<file path="config.mk">
export PLATFORM = sky130hd
export DESIGN_NAME = lut_minterm_engine_flat
export DESIGN_NICKNAME = d
export VERILOG_FILES = /design/src/rtl/lut_minterm_engine_if.sv /design/src/rtl/lut_minterm_engine.sv /design/src/flat_wrapper.sv
export SDC_FILE = /design/constraint.sdc
export NUM_CORES = 1
export LEC_CHECK = 0
export ABC_AREA = 1
export CAP_MARGIN = 20
export CORE_UTILIZATION = 60
export DETAILED_ROUTE_END_ITERATION = 8
export PLACE_DENSITY_LB_ADDON = 0.1
export SYNTH_ARGS = -nofsm -noshare
export SYNTH_HDL_FRONTEND = slang
export SYNTH_SLANG_ARGS = --single-unit
</file>
<file path="constraint.sdc">
create_clock -name clk -period 2 [get_ports clk]
set_input_delay 0.5 -clock clk [delete_from_list [all_inputs] [get_ports clk]]
set_output_delay 0.5 -clock clk [all_outputs]
set_load 0.01 [all_outputs]
</file>
<file path="src/rtl/lut_minterm_engine_if.sv">
// lut_minterm_engine_if: write, evaluate and sweep signals of the minterm engine
interface lut_minterm_engine_if #(parameter int N_IN = 7);
  logic            wr_en;
  logic [N_IN-1:0] wr_addr;
  logic            wr_data;
  logic            wr_ready;
  logic            in_valid;
  logic [N_IN-1:0] in_vec;
  logic            in_ready;
  logic            out_valid;
  logic            out;
  logic            start;
  logic            busy;
  logic            done;
  logic [N_IN:0]   minterm_count;
  modport master (
    output wr_en, wr_addr, wr_data, in_valid, in_vec, start,
    input  wr_ready, in_ready, out_valid, out, busy, done, minterm_count
  );
  modport slave (
    input  wr_en, wr_addr, wr_data, in_valid, in_vec, start,
    output wr_ready, in_ready, out_valid, out, busy, done, minterm_count
  );
endinterface

</file>
<file path="src/rtl/lut_minterm_engine.sv">
// lut_minterm_engine: 2^N_IN-entry truth table with registered lookup; LUT_MINTERM_SWEEP_EN adds the minterm-count sweep
module lut_minterm_engine #(
  parameter int N_IN = 7
) (
  input  logic               clk,
  input  logic               reset,
  lut_minterm_engine_if.slave bus
);
  localparam int DEPTH = 1 << N_IN;
  logic [DEPTH-1:0] table_q;
  logic             out_q;
  logic             out_valid_q;
  logic             busy;
  assign bus.wr_ready  = ~busy;
  assign bus.in_ready  = ~busy;
  assign bus.busy      = busy;
  assign bus.out       = out_q;
  assign bus.out_valid = out_valid_q;
  // Lookup reads the pre-edge table, so a same-address write lands after the read
  always_ff @(posedge clk) begin
    if (reset) begin
      table_q     <= '0;
      out_q       <= 1'b0;
      out_valid_q <= 1'b0;
    end else begin
      if (bus.wr_en && !busy) table_q[bus.wr_addr] <= bus.wr_data;
      out_valid_q <= bus.in_valid && !busy;
      if (bus.in_valid && !busy) out_q <= table_q[bus.in_vec];
    end
  end
`ifdef LUT_MINTERM_SWEEP_EN
  typedef enum logic [1:0] {S_IDLE, S_SWEEP, S_DONE} state_t;
  state_t          state_q, state_d;
  logic [N_IN-1:0] addr_q;
  logic [N_IN:0]   acc_q;
  logic [N_IN:0]   count_q;
  logic            done_q;
  assign busy              = state_q != S_IDLE;
  assign bus.done          = done_q;
  assign bus.minterm_count = count_q;
  always_ff @(posedge clk) begin
    if (reset) state_q <= S_IDLE;
    else state_q <= state_d;
  end
  always_comb begin
    state_d = state_q;
    state_d = state_q == S_IDLE  ? (bus.start ? S_SWEEP : S_IDLE) :
              state_q == S_SWEEP ? (&addr_q ? S_DONE : S_SWEEP) : S_IDLE;
  end
  always_ff @(posedge clk) begin
    if (reset) begin
      addr_q  <= '0;
      acc_q   <= '0;
      count_q <= '0;
      done_q  <= 1'b0;
    end else begin
      done_q <= state_q == S_DONE;
      if (state_q == S_IDLE) begin
        addr_q <= '0;
        acc_q  <= '0;
      end
      if (state_q == S_SWEEP) begin
        acc_q  <= acc_q + (N_IN+1)'(table_q[addr_q]);
        addr_q <= &addr_q ? addr_q : addr_q + N_IN'(1);
      end
      if (state_q == S_DONE) count_q <= acc_q;
    end
  end
`else
  logic unused_start;
  assign unused_start      = bus.start;
  assign busy              = 1'b0;
  assign bus.done          = 1'b0;
  assign bus.minterm_count = '0;
`endif
endmodule

</file>
<file path="src/flat_wrapper.sv">
// flat-port wrapper written by rule: the top's interface ports become plain ports
module lut_minterm_engine_flat 
#(
  parameter int N_IN = 7
)
  (clk, reset, bus_wr_en, bus_wr_addr, bus_wr_data, bus_in_valid, bus_in_vec, bus_start, bus_wr_ready, bus_in_ready, bus_out_valid, bus_out, bus_busy, bus_done, bus_minterm_count);
  lut_minterm_engine_if #(.N_IN(N_IN)) bus_i ();
  input  logic clk;
  input  logic reset;
  input wire logic [$bits(bus_i.wr_en)-1:0] bus_wr_en;
  input wire logic [$bits(bus_i.wr_addr)-1:0] bus_wr_addr;
  input wire logic [$bits(bus_i.wr_data)-1:0] bus_wr_data;
  input wire logic [$bits(bus_i.in_valid)-1:0] bus_in_valid;
  input wire logic [$bits(bus_i.in_vec)-1:0] bus_in_vec;
  input wire logic [$bits(bus_i.start)-1:0] bus_start;
  output wire logic [$bits(bus_i.wr_ready)-1:0] bus_wr_ready;
  output wire logic [$bits(bus_i.in_ready)-1:0] bus_in_ready;
  output wire logic [$bits(bus_i.out_valid)-1:0] bus_out_valid;
  output wire logic [$bits(bus_i.out)-1:0] bus_out;
  output wire logic [$bits(bus_i.busy)-1:0] bus_busy;
  output wire logic [$bits(bus_i.done)-1:0] bus_done;
  output wire logic [$bits(bus_i.minterm_count)-1:0] bus_minterm_count;
  assign bus_i.wr_en = bus_wr_en;
  assign bus_i.wr_addr = bus_wr_addr;
  assign bus_i.wr_data = bus_wr_data;
  assign bus_i.in_valid = bus_in_valid;
  assign bus_i.in_vec = bus_in_vec;
  assign bus_i.start = bus_start;
  assign bus_wr_ready = bus_i.wr_ready;
  assign bus_in_ready = bus_i.in_ready;
  assign bus_out_valid = bus_i.out_valid;
  assign bus_out = bus_i.out;
  assign bus_busy = bus_i.busy;
  assign bus_done = bus_i.done;
  assign bus_minterm_count = bus_i.minterm_count;
  lut_minterm_engine #(.N_IN(N_IN)) u_core (.clk(clk), .reset(reset), .bus(bus_i));
endmodule
</file>
==> results.yml, run 1 <==
clock_network:
  cts_max_path_buffers: 2
  insertion_delay_ns: 0.55
  cts-root-buf: "clkbuf_8"
  path_clk_slew_ns: 0.06
  postCtsSetupBuffers: 0
  cts_resized: 0
  cts_sinks: 130
  cts_tree: "built"
  h-tree-depth: 4
  cts_buffers: 17
  cts_hold_buffers: 0
die:
  core_area_sq_um: 10500
  die_w_um: 106
  pin_count: 34
  die_area_sq_um: 11300
  die_y_um: 106
  initial_core_util: 0.626
  rows: 37
setup_path:
  worstSetupPathType: "reg2out"
  worstPathArrival_ns: 1.41
  crit_path_end_kind: "primary output"
  reg2reg_slack_ns: 0.60
  critical-path-max-stage-delay_ns: 0.53
  slowest_stage: "clkdlybuf4s50_1"
  reg2reg_to: "u_core.bus.out"
  path_cells: "clkdlybuf4s50_1"
  path_buf_inv: 1
  crit_fanout: 2
  crit_family: "buffers and inverters"
  start_kind: "flop"
  ff2ff_path_depth: 10
  required_ns: 1.50
  reg2reg_from: "u_core.table_q[16]"
synth:
  synth_edf_count: 0
  syn_area_per_cell_sq_um: 6.88
  syn_inst: 952
  ys_types: 20
  ys_seq_area_frac: 0.397
  yosysWarnings: 0
  ys_async_sr_fraction: 0
  netlist_area_sq_um: 6550
  synth_top_area_frac: 0.397
  ys.flop_type: "dfxtp_1"
  synth.largest_area_cell: "dfxtp_1"
  synth_seq_cells: 130
  yosys-top-cells-area: "dfxtp_1, nand3_1, a21oi_1"
power_and_ir_drop:
  p_switching_mw: 1.55
  max-vdd-ir-drop_mv: 0.915
  combPwrFrac: 0.100
  power.share.sequential: 0.405
  p_int_mw: 4.89
  power_density_nw_per_um2: 821
  switching_share: 0.240
  p_total_mw: 6.44
  pwr-share-clk: 0.495
  p_leak_nw: 2.69
timing:
  finalSetupViolations: 0
  fmax_mhz: 524
  period_minus_slack_ns: 1.91
  fin_crit_sh: 0.954
  fin_skew_ns: 0.00566
  slew_viol_final: 0
  hold_viol: 0
  rsz0062_at_grt: "false"
  fin_setup_tns_ns: 0
route:
  met3_length_um: 3140
  remaining_drc_errors: 0
  num_vias: 7432
  drt-total-wl_um: 22700
  wl_per_cell_um: 19.9
  antenna_left: 0
  top_layer: "met4"
  vias_per_cell: 6.52
  wl_met2_um: 10300
  drt_iter0_markers: 1029
  wl_met1_um: 8040
  firstDrtPassIters: 6
run:
  max_cap_violations: 0
worst_hold_path:
  hold_path_startpoint: "reset"
  holdCritPathClass: "in2reg"
  min_delay_path_depth: 2
  hold_path_end: "u_core.bus.out_valid"
place:
  place.gp.congestion: 0.868
  hpwl_um: 13800
  io_buffers: 20
grt:
  grt_pass1_wl_um: 36000
  grt-ovfl-total: 0
  grt_pass1_vias: 7153
  grtUsageTotal: 0.418
  antenna_found_initial: 0
  grt_max_degree: 51
cells_and_area:
  final_nets: 1013
  num_antenna_cells: 0
  drive_gt1_frac: 0.133
  ff_latch_area_sq_um: 2600
  area_growth_pct: 19.6
  fill_cells: 796
  multi_input_area_sq_um: 3370
status:
  status: "completed"
[metrics by stage]
stage / worst slack, ns / utilization / cells / area [sq um] / hold WS [ns]
5_1_grt: 0.0470 / 0.749 / 1140 / 7840 / 0.376
3_3_place_gp: -0.235 / 0.691 / 1110 / 7230 / 0.455
4_1_cts: 0.0771 / 0.749 / 1140 / 7840 / 0.345
2_1_floorplan: 0.383 / - / 962 / 6590 / 0.450
3_5_place_dp: -0.304 / 0.691 / 1110 / 7230 / 0.464
6_report: 0.0927 / 0.749 / 1140 / 7840 / 0.355
[cell usage after synthesis (2+ instances only)]
library cell    n
a21oi_1       129
buf_2          19
buf_4          15
buf_6           5
clkbuf_1       40
conb_1          2
dfxtp_1       130
inv_1          41
inv_2          13
nand2_1       139
nand3_1       205
nor2_1         15
nor2_2          7
nor2_4          7
nor3_1         95
nor3_2          5
o21ai_0        80
o21ai_1         3
[power by group through the flow]
stage	Clock (mW)	Sequential (mW)	Combinational (mW)
after floorplan	0	2.66	0.355
after global placement	0	2.66	0.604
after detailed placement	0	2.66	0.612
after CTS	3.18	2.61	0.618
after global routing	3.30	2.61	0.675
final	3.19	2.61	0.642
[cell usage in the layout (no fill, tap or decap)]
master	count
dfxtp_1	130
o21ai_1	3
nor2_4	7
conb_1	12
clkbuf_1	3
nor2_2	7
a21oi_1	129
nor3_2	5
nand3_1	205
o21ai_0	80
nand2_1	139
nor3_1	95
nor2_1	15
buf_2	1
clkinv_2	1
clkdlybuf4s50_1	17
buf_12	13
clkbuf_8	7
inv_1	41
inv_2	13
buf_4	61
o21bai_1	1
bufinv_16	3
clkbuf_16	16
[cell type report]
| type | instances | share of cell area |
|---|---|---|
| multi-input cells | 698 | 0.429 |
| well taps | 136 | 0.0217 |
| inverters | 54 | 0.0259 |
| clock buffers | 26 | 0.0648 |
| flip-flops and latches | 130 | 0.332 |
| repair buffers | 92 | 0.114 |
| clock inverters | 4 | 0.0121 |
[layer usage]
layer,global-route usage,vias to the layer above
met2,0.659,589
met1,0.509,3393
met5,0,-
met3,0.112,106
li1,-,3344
met4,0.255,0
[cells by family (layout without fill, tap and decap cells)]
kind of cell	after synthesis	after routing	synth area share
buf+inv	134	176	0.0947
simple gates	473	473	0.344
compound gates	213	213	0.163
other cells	2	12	0.00115
flops	130	130	0.397
[how the worst max path moves through the flow]
stage	startpoint	to	cells after the start
5_1_grt	u_core.bus.out	bus_out	1
2_1_floorplan	bus_wr_addr[0]	u_core.table_q[72]	7
3_3_place_gp	bus_in_vec[1]	u_core.bus.out	12
3_5_place_dp	bus_wr_addr[2]	u_core.table_q[84]	8
6_report	u_core.bus.out	bus_out	1
4_1_cts	u_core.bus.out	bus_out	1
[sequential cells by signal, summed over array words and instances, names as in the netlist]
register,flops
u_core.table_q,128
u_core.bus.out,1
u_core.bus.out_valid,1
Note: power is estimated with default switching activity, not from simulation.
==> run 2, diff against run 1 <==
SLEW_MARGIN = 20   (was not set)
==> results of run 2 <==
Final layout, timing and power as in run 1 (identical DEF).
